### src/rtl/reg_bus_arbiter.sv
// Two-requester arbiter for the register-file port: round-robin grant, single
// registered request per access, ack timeout, registered completion back to the winner.
module reg_bus_arbiter #(
  parameter int ADDR_W  = 8,
  parameter int DATA_W  = 16,
  parameter int TIMEOUT = 15
) (
  input  logic              CLK,
  input  logic              reset,
  input  logic              host_req,
  input  logic [ADDR_W-1:0] host_addr,
  input  logic              host_rnw,
  input  logic [DATA_W-1:0] host_wdata,
  output logic              host_ack,
  output logic              host_err,
  output logic [DATA_W-1:0] host_rdata,
  input  logic              fsm_req,
  input  logic [ADDR_W-1:0] fsm_addr,
  input  logic              fsm_rnw,
  input  logic [DATA_W-1:0] fsm_wdata,
  output logic              fsm_ack,
  output logic              fsm_err,
  output logic [DATA_W-1:0] fsm_rdata,
  output logic              reg_req,
  output logic [ADDR_W-1:0] reg_addr,
  output logic              reg_rnw,
  output logic [DATA_W-1:0] reg_wdata,
  input  logic [DATA_W-1:0] reg_rdata,
  input  logic              reg_ack,
  output logic              grant_host,
  output logic              grant_fsm,
  output logic              busy
);

  typedef enum logic [1:0] {S_IDLE, S_ISSUE, S_WAIT, S_DONE} state_t;

  localparam logic [7:0] TIMEOUT_C = 8'(TIMEOUT);

  state_t              state_q, state_d;
  logic                last_host_q, last_host_d;
  logic [7:0]          cnt_q, cnt_d;
  logic                reg_req_q, reg_req_d;
  logic [ADDR_W-1:0]   reg_addr_q, reg_addr_d;
  logic                reg_rnw_q, reg_rnw_d;
  logic [DATA_W-1:0]   reg_wdata_q, reg_wdata_d;
  logic                host_ack_q, host_ack_d;
  logic                host_err_q, host_err_d;
  logic [DATA_W-1:0]   host_rdata_q, host_rdata_d;
  logic                fsm_ack_q, fsm_ack_d;
  logic                fsm_err_q, fsm_err_d;
  logic [DATA_W-1:0]   fsm_rdata_q, fsm_rdata_d;
  logic                grant_host_q, grant_host_d;
  logic                grant_fsm_q, grant_fsm_d;
  logic                busy_q, busy_d;

  logic                fin;
  logic                fin_err;
  logic [DATA_W-1:0]   fin_data;

  always_comb begin
    state_d      = state_q;
    last_host_d  = last_host_q;
    cnt_d        = cnt_q;
    reg_req_d    = 1'b0;
    reg_addr_d   = reg_addr_q;
    reg_rnw_d    = reg_rnw_q;
    reg_wdata_d  = reg_wdata_q;
    host_ack_d   = 1'b0;
    host_err_d   = 1'b0;
    host_rdata_d = '0;
    fsm_ack_d    = 1'b0;
    fsm_err_d    = 1'b0;
    fsm_rdata_d  = '0;
    grant_host_d = grant_host_q;
    grant_fsm_d  = grant_fsm_q;
    busy_d       = busy_q;
    fin          = 1'b0;
    fin_err      = 1'b0;

    case (state_q)
      S_IDLE: begin
        // On a tie the requester not served last wins.
        if (host_req && (!fsm_req || !last_host_q)) begin
          state_d      = S_ISSUE;
          last_host_d  = 1'b1;
          cnt_d        = '0;
          reg_req_d    = 1'b1;
          reg_addr_d   = host_addr;
          reg_rnw_d    = host_rnw;
          reg_wdata_d  = host_wdata;
          grant_host_d = 1'b1;
          busy_d       = 1'b1;
        end else if (fsm_req) begin
          state_d      = S_ISSUE;
          last_host_d  = 1'b0;
          cnt_d        = '0;
          reg_req_d    = 1'b1;
          reg_addr_d   = fsm_addr;
          reg_rnw_d    = fsm_rnw;
          reg_wdata_d  = fsm_wdata;
          grant_fsm_d  = 1'b1;
          busy_d       = 1'b1;
        end
      end
      S_ISSUE: begin
        cnt_d = cnt_q + 8'd1;
        if (reg_ack) fin = 1'b1;
        else         state_d = S_WAIT;
      end
      S_WAIT: begin
        if (reg_ack) begin
          fin = 1'b1;
        end else if (cnt_q == TIMEOUT_C) begin
          fin     = 1'b1;
          fin_err = 1'b1;
        end else begin
          cnt_d = cnt_q + 8'd1;
        end
      end
      S_DONE: begin
        state_d      = S_IDLE;
        grant_host_d = 1'b0;
        grant_fsm_d  = 1'b0;
        busy_d       = 1'b0;
      end
      default: state_d = S_IDLE;
    endcase

    // Writes and timeouts return zero data.
    fin_data = (fin_err || !reg_rnw_q) ? '0 : reg_rdata;
    if (fin) begin
      state_d = S_DONE;
      if (grant_host_q) begin
        host_ack_d   = 1'b1;
        host_err_d   = fin_err;
        host_rdata_d = fin_data;
      end else begin
        fsm_ack_d    = 1'b1;
        fsm_err_d    = fin_err;
        fsm_rdata_d  = fin_data;
      end
    end
  end

  always_ff @(posedge CLK or posedge reset) begin
    if (reset) begin
      state_q      <= S_IDLE;
      last_host_q  <= 1'b0;
      cnt_q        <= '0;
      reg_req_q    <= 1'b0;
      reg_addr_q   <= '0;
      reg_rnw_q    <= 1'b0;
      reg_wdata_q  <= '0;
      host_ack_q   <= 1'b0;
      host_err_q   <= 1'b0;
      host_rdata_q <= '0;
      fsm_ack_q    <= 1'b0;
      fsm_err_q    <= 1'b0;
      fsm_rdata_q  <= '0;
      grant_host_q <= 1'b0;
      grant_fsm_q  <= 1'b0;
      busy_q       <= 1'b0;
    end else begin
      state_q      <= state_d;
      last_host_q  <= last_host_d;
      cnt_q        <= cnt_d;
      reg_req_q    <= reg_req_d;
      reg_addr_q   <= reg_addr_d;
      reg_rnw_q    <= reg_rnw_d;
      reg_wdata_q  <= reg_wdata_d;
      host_ack_q   <= host_ack_d;
      host_err_q   <= host_err_d;
      host_rdata_q <= host_rdata_d;
      fsm_ack_q    <= fsm_ack_d;
      fsm_err_q    <= fsm_err_d;
      fsm_rdata_q  <= fsm_rdata_d;
      grant_host_q <= grant_host_d;
      grant_fsm_q  <= grant_fsm_d;
      busy_q       <= busy_d;
    end
  end

  assign reg_req    = reg_req_q;
  assign reg_addr   = reg_addr_q;
  assign reg_rnw    = reg_rnw_q;
  assign reg_wdata  = reg_wdata_q;
  assign host_ack   = host_ack_q;
  assign host_err   = host_err_q;
  assign host_rdata = host_rdata_q;
  assign fsm_ack    = fsm_ack_q;
  assign fsm_err    = fsm_err_q;
  assign fsm_rdata  = fsm_rdata_q;
  assign grant_host = grant_host_q;
  assign grant_fsm  = grant_fsm_q;
  assign busy       = busy_q;

endmodule

### config.mk
export PLATFORM = sky130hd
export DESIGN_NAME = reg_bus_arbiter
export DESIGN_NICKNAME = d
export VERILOG_FILES = /design/src/rtl/reg_bus_arbiter.sv
export SDC_FILE = /design/constraint.sdc
export NUM_CORES = 1
export LEC_CHECK = 0
export CAP_MARGIN = 20
export CORE_MARGIN = 2
export CORE_UTILIZATION = 46
export CTS_CLUSTER_DIAMETER = 60
export CTS_CLUSTER_SIZE = 40
export DETAILED_ROUTE_END_ITERATION = 7
export GPL_TIMING_DRIVEN = 0
export HOLD_SLACK_MARGIN = 0.08
export PLACE_DENSITY = 0.9
export SLEW_MARGIN = 15
export SYNTH_ARGS = -nofsm -noshare
export SYNTH_HDL_FRONTEND = slang
export SYNTH_SLANG_ARGS = --single-unit
### constraint.sdc
create_clock -name CLK -period 3.8 [get_ports CLK]
set_input_delay 0.95 -clock CLK [delete_from_list [all_inputs] [get_ports CLK]]
set_output_delay 0.95 -clock CLK [all_outputs]
set_load 0.1 [all_outputs]
# == Yosys cells after proc, flatten, opt, wreduce, memory -nomap -nowiden ==
# Index checks and enable logic that the tools add are counted.
# op_classes
reduce_logical,17
mux,47
addsub,1
eq_ne,12
# ops
cell,n
two-way mux 16 bit,7
two-way mux 8 bit,6
two-way mux 1 bit,24
case mux 8 bit (3 select lines),1
inequality test 2 bit (second input constant),5
adder 8 x 1 -> 8 bit (second input constant),1
equality test 8 x 4 -> 1 bit (second input constant),1
two-way mux 2 bit,4
case mux 1 bit (2 select lines),4
inequality test 3 bit (second input constant),2
case mux 2 bit (3 select lines),1
AND reduction 2 bit,3
AND reduction 3 bit,2
equality test 2 bit (second input constant),2
inequality test 4 bit (second input constant),1
AND reduction 4 bit,1
nonzero test 2 bit,2
nonzero test 4 bit,1
logical NOT 1 bit,3
nonzero test 3 bit,1
equality test 2 x 1 -> 1 bit (second input constant),1
logical NOT 2 bit,1
logical OR 1 bit,2
logical AND 1 bit,1
# totals
regBits,76
word_cells,93
input_bits,71
output_inout_bits,65

# == Depth between registers and ports, before layout ==
# depth
word_depth,8
mapped_depth,8
ltp_nobuf,6

# == Least setup slack after synthesis ==
# No wires, ideal clock.
# synth_timing
path_kind,input to register
start,input reg_ack
end,register cnt_q[6]
required_time_ns,3.696
stages,5
path_slack_ns,1.709
arrival_time_ns,1.987
path_buffers,2
setup_time_ns,0.104
cell_sequence,clkbuf_1 a211o_1 buf_6 or2_4 o41ai_2
# synth_via
elab_chain_cells,2
# synth_lines
item,line_no,rtl
from (decl),29,"input logic reg_ack,"
inequality test 2 bit (no source line),-,
AND reduction 4 bit (no source line),-,
to (signal assigned),166,cnt_q <= cnt_d;
to (decl),41,"logic [7:0] cnt_q, cnt_d;"
# Every way passes these cells.
# A chain may end at the register's enable or synchronous reset.

# == Worst setup path in the final report ==
# layout_timing
start,"register grant_host_q, in the netlist grant_host"
end,output grant_host
# layout_rtl
item,line_no,rtl
from (decl),52,"logic grant_host_q, grant_host_d;"
from (signal assigned),177,grant_host_q <= grant_host_d;
to (decl),30,"output logic grant_host,"
# No word-level cell between the ends.

==> results by group <==
Worst setup path
  • Critical path cell sequence: clkdlybuf4s50_1
  • Data required time at the worst endpoint: between 2000 and 3000 ps
  • CP Depth: 1
  • Reg2reg path depth: 7
  • Buf/Inv on CP: 1
  • Reg-to-Reg Start: state_q[1]
  • Crit path to: grant_host
  • CP max stage delay: ~1200 ps
  • Internal reg-to-reg setup slack: approximately 1600 ps
  • CP startpoint: grant_host
  • Critical Path Slowest Stage Cell: clkdlybuf4s50_1
  • Crit start category: flip-flop
  • Critical Path End Type: primary output
  • Critical Path Fanout Max: 7
  • Cell family with most CP delay: buffers and inverters
  • WS Path Type: reg -> out
  • Worst R2R End: host_rdata[11]
  • Critical path arrival: around 2000 ps

Global route
  • Total gr overflow: 0
  • Vias in the first global route: roughly 2,700
  • Tot GR Track Use: 0.214
  • Initial antenna violation count: 0
  • First-pass GRT wire length: approximately 13,000 µm
  • Largest net degree at the start of global routing: 50

Synth
  • Yosys warnings: 0
  • Yosys reg bits: 76
  • Netlist cell types: 35
  • Gate Count Post-Synth: approximately 280
  • Synthesized area: about 3200 µm²
  • Post-synthesis sequential area ratio: 0.599
  • Syn avg cell area: ~11 µm²
  • Syn_nets: about 360

Pwr
  • Seq pwr share: 0.270
  • LEAKAGE: around 0.0022 µW
  • Sw power: between 2000 and 2500 µW
  • Power, Total: 4210 µW
  • Combinational share of power: 0.578
  • Sw frac: 0.522
  • Internal power: 2010 µW
  • VDD IR max: roughly 0.49 mV
  • Clock share of power: 0.152
  • Power Density: ~870 nW/µm²

Placement
  • Final HPWL DP: just under 6000 µm
  • Input/output buffers: roughly 130
  • GPL Wtd Cong: between 0.7 and 0.8

Die
  • Die ar.: around 7600 µm²
  • I/O Pins: approximately 140
  • Row count: 30
  • Core Area: 6720 µm²
  • Initial Utilization: 0.472
  • DIE WIDTH: 87.1 µm
  • Die Span Y: around 87 µm

Cells and area
  • Post-Route Utilization: 0.722
  • Fillers: 486
  • Area delta synth->final: 52.8%
  • Multi-input gate area: approximately 1200 µm²
  • Share of layout cells above drive strength 1: 0.0625
  • Sequential cell area: approximately 1900 µm²
  • Antenna fix cells: 0
  • NumNets Final: 504

Routing
  • DRT iter0 DRCs: 161
  • Vias per cell: just over 5
  • Drt drc: 0
  • Post-route ant nets: 0
  • Total number of vias: 2,592
  • DR WL/cell: around 15 µm
  • Total wire length: approximately 7600 µm
  • First-pass DRT Iterations: 4

Hold path
  • Worst min-delay path class: reg -> reg

Timing
  • Peak Freq: approximately 340 MHz
  • Final Hold Fails: 0
  • Final setup fails: 0
  • Slew at the pin with the worst max-slew slack: 1030 ps
  • Max-slew violations: 0
  • Final worst path period share: 0.774
  • Slew headroom: 0.312
  • Setup TNS: 0 ps
  • Tmin final: between 2000 and 3000 ps
  • RSZ-0062 raised after global routing: no
  • Setup Skew: ~6 ps

Clock tree
  • Cts repair resizes: 0
  • CTS Buf Count: 9
  • Reg clk slew, reported paths: ~70 ps
  • CTS tree: built
  • Root Driver: clkbuf_8
  • Post-CTS Setup Inserts: 0
  • Clk Latency, worst-skew pair: 340 ps
  • Hold buffer count at CTS: 0
  • Sinks on the clock net: 76
  • CTS H-tree depth: 3
  • Clock Path Buffers: 2

Flow run
  • Max_cap viols: 0

Outcome
  • Status: completed
==> worst min-delay path by stage <==
| stage | start | endpoint | slack (ps) | cells after the start |
|---|---|---|---|---|
| floorplan | last_host_q | last_host_q | 450 | 1 |
| global placement | last_host_q | last_host_q | 460 | 1 |
| detailed placement | last_host_q | last_host_q | 470 | 1 |
| CTS | last_host_q | last_host_q | 480 | 1 |
| global route | last_host_q | last_host_q | 510 | 1 |
| finish | last_host_q | last_host_q | 480 | 1 |
==> registers in the layout, indices dropped and copies added (netlist names), 2 cells and up <==
| register | count |
|---|---|
| reg_wdata | 16 |
| cnt_q | 8 |
| host_rdata | 16 |
| state_q | 2 |
| reg_addr | 8 |
| fsm_rdata | 16 |
==> final cells by class <==
cell class / count / area share
clock inverters: 5 / 0.0160
repair buffers: 135 / 0.282
inverters: 8 / 0.00671
well taps: 80 / 0.0206
plain buffers: 14 / 0.0147
flip-flops and latches: 76 / 0.392
clock buffers: 10 / 0.0263
multi-input cells: 184 / 0.241
==> per-stage QoR <==
step | instances | instance area [µm²] | worst slack (ps) | hold slack [ps]
after global routing | 512 | 4850 | 813 | 514
after global placement | 496 | 4620 | -138 | 461
final | 512 | 4850 | 859 | 476
after CTS | 512 | 4850 | 858 | 482
after detailed placement | 497 | 4650 | 984 | 469
after floorplan | 282 | 3170 | 912 | 445
==> power by group through the flow <==
stage	Clock (µW)	Sequential (µW)	Combinational, µW
2_1_floorplan	0	2350	609
3_3_place_gp	0	1140	2380
3_5_place_dp	0	1150	2430
4_1_cts	653	1140	2440
5_1_grt	688	1160	2560
6_report	639	1140	2430
==> layout by cell type (no fill, tap or decap), types with 3 or more instances in the layout <==
cell type        count
buf_2                3
clkdlybuf4s50_1    134
o21ai_0             39
o21a_1               3
dfrtp_1             76
nand2_1             31
or3_1                3
and2_1              33
inv_1                7
mux2i_1             25
clkbuf_8             9
nand3_1              5
nor2_1               9
clkbuf_1            10
a21oi_1              5
ha_1                 5
==> synthesized netlist by cell type, drive strengths merged <==
cell type,number,area [µm²]
o41ai,2,32.5
nor2,9,33.8
a21boi,1,7.51
nor3b,1,7.51
o31ai,1,7.51
nand3,5,25.0
o21a,3,22.5
and2,33,206
buf,5,37.5
nand2,31,116
or4b,1,13.8
o311ai,2,17.5
or2,2,15.0
o21ai,40,200
a31oi,2,12.5
nor4,2,12.5
nor3,3,26.3
ha,5,62.6
or3,3,18.8
or4,1,7.51
o31a,1,8.76
mux2i,25,250
dfrtp,76,1900
o22ai,1,6.26
nor2b,1,6.26
nand4,2,12.5
inv,8,30.0
a211o,1,8.76
a21oi,5,25.0
clkbuf,9,33.8
o211ai,1,7.51
==> metal layers <==
layer  up-vias  track usage  part of all wire
met4         0       0.0753             0.017
met5         -            0                 0
met1      1238        0.243              0.40
met2        88        0.371              0.52
met3        12       0.0777             0.063
li1       1254            -                 -
==> logic make-up (layout without fill, tap and decap cells) <==
logic type,count (synthesis),in the layout,share of synthesized area
muxes,25,25,0.0788
AOI/OAI and AO/OA,60,60,0.112
adders and majority gates,5,5,0.0197
and+or+nand+nor,94,94,0.158
buffers and inverters,22,172,0.0319
DFF,76,76,0.599
(Power assumes the default switching activity.)
